$ cat config.mk
export PLATFORM = sky130hd
export DESIGN_NAME = univ_shift_reg
export DESIGN_NICKNAME = d
export VERILOG_FILES = /design/src/rtl/univ_shift_reg.sv
export SDC_FILE = /design/constraint.sdc
export NUM_CORES = 1
export LEC_CHECK = 0
export ABC_AREA = 1
export BUFFER_PORTS_ARGS = -buffer_cell sky130_fd_sc_hd__clkbuf_2
export CORE_ASPECT_RATIO = 1.2
export CORE_MARGIN = 2
export CORE_UTILIZATION = 29
export CTS_BUF_LIST = sky130_fd_sc_hd__clkbuf_16
export CTS_CLUSTER_DIAMETER = 40
export DETAILED_ROUTE_END_ITERATION = 16
export SLEW_MARGIN = 20
export SYNTH_ARGS = -nofsm -noshare
export SYNTH_HDL_FRONTEND = slang
export SYNTH_SLANG_ARGS = --single-unit
export TNS_END_PERCENT = 1
$ cat constraint.sdc
create_clock -name clk -period 2.9 [get_ports clk]
set_input_delay 0.435 -clock clk [delete_from_list [all_inputs] [get_ports clk]]
set_output_delay 0.435 -clock clk [all_outputs]
set_load 0.02 [all_outputs]
$ cat src/rtl/univ_shift_reg.sv
// Universal shift register: hold, shift right, shift left, parallel load.
// Counts shifts since the last load or reset and pulses done when the count
// first reaches WIDTH.
// Optional feature: define SHIFT_ROTATE_EN to add the rot port. With rot=1,
// shifts recirculate the outgoing bit instead of taking sin_r/sin_l.
module univ_shift_reg #(
    parameter int unsigned WIDTH = 8
) (
    input  logic                       clk,
    input  logic                       reset,
    input  logic                       en,
    input  logic [1:0]                 mode,
    input  logic                       sin_r,
    input  logic                       sin_l,
    input  logic [WIDTH-1:0]           pin,
`ifdef SHIFT_ROTATE_EN
    input  logic                       rot,
`endif
    output logic [WIDTH-1:0]           q,
    output logic                       sout_r,
    output logic                       sout_l,
    output logic [$clog2(WIDTH+1)-1:0] cnt,
    output logic                       done
);

    localparam int unsigned CntW = $clog2(WIDTH + 1);
    localparam logic [CntW-1:0] CntMax  = CntW'(WIDTH);
    localparam logic [CntW-1:0] CntLast = CntW'(WIDTH - 1);

    localparam logic [1:0] ModeHold  = 2'b00;
    localparam logic [1:0] ModeRight = 2'b01;
    localparam logic [1:0] ModeLeft  = 2'b10;
    localparam logic [1:0] ModeLoad  = 2'b11;

    logic [WIDTH-1:0] q_d;
    logic [CntW-1:0]  cnt_d;
    logic             done_d;
    logic             fill_r;
    logic             fill_l;
    logic             shift;

    // Select the bit entering on each shift direction.
`ifdef SHIFT_ROTATE_EN
    always_comb begin
        fill_r = rot ? q[0] : sin_r;
        fill_l = rot ? q[WIDTH-1] : sin_l;
    end
`else
    always_comb begin
        fill_r = sin_r;
        fill_l = sin_l;
    end
`endif

    // Next-state for data, shift count and completion pulse.
    always_comb begin
        q_d    = q;
        cnt_d  = cnt;
        done_d = 1'b0;
        shift  = en && ((mode == ModeRight) || (mode == ModeLeft));
        if (en) begin
            unique case (mode)
                ModeHold:  q_d = q;
                ModeRight: q_d = {fill_r, q[WIDTH-1:1]};
                ModeLeft:  q_d = {q[WIDTH-2:0], fill_l};
                ModeLoad: begin
                    q_d   = pin;
                    cnt_d = '0;
                end
                default:   q_d = q;
            endcase
        end
        if (shift && (cnt != CntMax)) begin
            cnt_d = cnt + 1'b1;
        end
        // Only the transition into saturation fires done.
        if (shift && (cnt == CntLast)) begin
            done_d = 1'b1;
        end
    end

    // State registers with synchronous active-low reset.
    always_ff @(posedge clk) begin
        if (!reset) begin
            q    <= '0;
            cnt  <= '0;
            done <= 1'b0;
        end else begin
            q    <= q_d;
            cnt  <= cnt_d;
            done <= done_d;
        end
    end

    // Serial outputs are taps of the register.
    always_comb begin
        sout_r = q[0];
        sout_l = q[WIDTH-1];
    end

endmodule

==> metrics.md <==
| Metric | Value |
|---|---|
| Crit path launch type | `flip-flop` |
| Max Fclk | `roughly 740 MHz` |
| Worst Hold Path Cells | `3` |
| Skew final | `between 2 and 3 ps` |
| Min-Delay Endpoint | `q[7]$_SDFFE_PN0P_` |
| RSZ-0062 raised after global routing | `false` |
| Worst EP required | `between 2000 and 2500 ps` |
| Reg2Reg Capture Point | `cnt[2]$_SDFFE_PN0P_` |
| Total number of vias | `792` |
| CP Data Arrival Time | `~920 ps` |
| Vias in the first global route | `723` |
| Power density over the cells | `between 500 and 600 nW/um2` |
| Net Count, Synth | `between 100 and 150` |
| Cell count after synthesis | `between 90 and 100` |
| R2R Setup Slk | `~1800 ps` |
| Die Ht | `59.22 um` |
| Top delay family on crit path | `flip-flops` |
| Crit path max fanout | `7` |
| Remaining antenna violation count | `0` |
| Worst reg2reg path depth | `7` |
| Iteration-0 DRC count of the detailed router | `16` |
| Hold buffers post-CTS | `0` |
| Critical path class | `reg2out` |
| Number of synthesized register bits | `13` |
| Critical path's slowest cell | `dfxtp_1` |
| IO buf count | `29` |
| # DRC | `0` |
| Reg clk slew, reported paths | `about 40 ps` |
| Count of different cell masters after synthesis | `21` |
| CP Capture Type | `output port` |
| # IOs | `30` |
| Setup bufs post-CTS | `0` |
| Post-cts sizing count | `0` |
| Latest clock arrival within the worst-skew pair | `about 240 ps` |
| CTS Sinks | `13` |
| Final wirelength | `between 1500 and 2000 um` |
| WL per Instance | `10.93 um` |
| Clock buffer depth | `2` |
| Nets@finish | `around 150` |
| Fin crit period | `between 1000 and 1500 ps` |
| Final setup vio count | `0` |
| Initial Util | `between 20 and 30%` |
| # diodes | `0` |
| Largest net degree at the start of global routing | `11` |
| Slew Limit Headroom | `about 68%` |
| Core area | `~2500 um2` |
| First-pass GRT wire length | `roughly 3000 um` |
| H-Tree Depth | `1` |
| Syn_area_per_cell | `~7.4 um2` |
| Design area | `~970 um2` |
| Max-cap violations | `0` |
| Setup TNS | `0 ps` |
| Crit share post-route | `a little under half` |
| Synthesized cell area | `~740 um2` |
| CP cell instances | `clkbuf_2` |
| Initial antenna violation count | `0` |
| Core Util, Final | `39.34%` |
| Die area | `2962 um2` |
| GR Util All Layers | `between 10% and 20%` |
| CTS tree | `done` |
| Status | `finished, final reports clean` |
| Grt ovf | `0` |
| Hold Vio Cnt, Final | `0` |
| Final estimated routing congestion in global placement | `just under 0.8` |
| Fin. max-slew vios | `0` |
| Area Overhead vs Synth | `32.26%` |
| Root Buffer | `clkbuf_16` |
| Avg Vias per Cell | `4.919` |
| Placed cell area | `about 900 um2` |
| Max IR drop VDD | `around 250 uV` |
| Worst-margin pin slew | `473.0 ps` |
| Sequential fraction of the synthesis area | `35.31%` |
| CP Buf/Inv Count | `1` |
| Leak | `between 0.4 and 0.5 nW` |
| Row cnt | `20` |
| Die width | `50.02 um` |
| Fill cells | `266` |
| CTS Buf Count | `3` |
| DRT Pass-1 Iters | `4` |
| Hpwl dp | `approximately 1300 um` |
| Hold crit path type | `in2reg` |
| HP Start | `pin[7]` |
| Max incr delay on CP | `between 400 and 500 ps` |
| Share of cells above drive strength 1 | `between 30% and 40%` |
| Synth warnings | `0` |
| R2r startpoint | `cnt[0]$_SDFFE_PN0P_` |
-- worst register-to-register path: cells and delay by family, from the launching register on --
| family | cells | cell delay (ps) |
|---|---|---|
| compound gates | 1 | 120 |
| fa+ha+maj | 1 | 210 |
| buf+inv | 2 | 150 |
| flops | 1 | 410 |
| simple gates | 3 | 200 |
-- cells in the final DEF (no fill, tap or decap), drive strengths merged --
master  instances
clkbuf         32
nand2          25
dfxtp          13
a21oi          12
inv            11
o21ai           9
a31oi           8
nand3           6
ha              5
nor2            3
clkinv          1
xor2            1
nand4           1
nor3            1
-- synthesized netlist by cell type --
library cell / number / area share (%)
a31oi_1: 8 / 6.8
nand3_1: 5 / 3.4
inv_1: 7 / 3.6
a21oi_1: 12 / 8.1
ha_1: 5 / 8.5
xor2_1: 1 / 1.2
buf_2: 1 / 0.68
nor3_1: 1 / 0.68
nand2_2: 1 / 0.85
nand2_1: 23 / 12
nand3_2: 1 / 1.4
o21ai_1: 4 / 2.7
nand4_1: 1 / 0.85
nor2_4: 2 / 3.1
clkinv_4: 1 / 1.2
inv_2: 3 / 1.5
nor2_1: 1 / 0.51
dfxtp_1: 13 / 35
nand2_4: 1 / 1.5
buf_4: 3 / 3.1
o21ai_0: 5 / 3.4
-- metal layers --
layer / track usage, % / routed length, um / vias up
li1: - / - / 389
met1: 16.67 / 786 / 368
met2: 21.99 / 837 / 32
met3: 3.788 / 111 / 3
met4: 4.762 / 24 / 0
met5: 0 / 0 / -
-- through the flow --
step / std cells / total power, W / worst slack [ps] / hold WS (ps)
floorplan: 99 / 0.0002637 / 1642 / 565.7
global placement: 157 / 0.0002944 / 1408 / 501.7
detailed placement: 157 / 0.0002960 / 1357 / 509.9
CTS: 161 / 0.0005543 / 1543 / 431.9
global route: 161 / 0.0005746 / 1495 / 451.9
finish: 161 / 0.0005465 / 1546 / 436.2
-- flip-flops by register name, summed over array words and instances, names as in the netlist --
signal	cells
cnt	4
q	8
done	1
-- how the worst max path moves through the flow --
| stage | from | end | cells past startpoint |
|---|---|---|---|
| finish | cnt[2]$_SDFFE_PN0P_ | cnt[2] | 1 |
| global placement | mode[1] | cnt[0]$_SDFFE_PN0P_ | 5 |
| CTS | cnt[2]$_SDFFE_PN0P_ | cnt[2] | 1 |
| floorplan | mode[0] | cnt[0]$_SDFFE_PN0P_ | 8 |
| detailed placement | mode[1] | cnt[0]$_SDFFE_PN0P_ | 5 |
| global route | mode[1] | cnt[0]$_SDFFE_PN0P_ | 5 |
-- where the power goes --
part           internal, W  switching [W]  leakage (nW)
Sequential        0.000190      0.0000118         0.107
Combinational    0.0000331      0.0000574         0.302
Clock             0.000182      0.0000727        0.0423
-- kinds of logic after synthesis --
kind of cell	share of synthesized area, %
AND/OR/NAND/NOR	23.94
AO/OA/AOI/OAI	21.05
buffers and inverters	10.02
flip-flops	35.31
adder cells (fa/ha/maj)	8.489
XOR/XNOR	1.189
-- cell type report --
cell class | count | area (um2) | area share [%]
Sequential cell | 13 | 260.3 | 26.70
Clock inverter | 1 | 3.754 | 0.3851
Clock buffer | 3 | 75.07 | 7.702
Timing Repair Buffer | 29 | 145.1 | 14.89
Multi-Input combinational cell | 71 | 402.9 | 41.33
Inverter | 11 | 46.29 | 4.750
Tap cell | 33 | 41.29 | 4.236
Note: power is estimated with default switching activity, not from simulation.
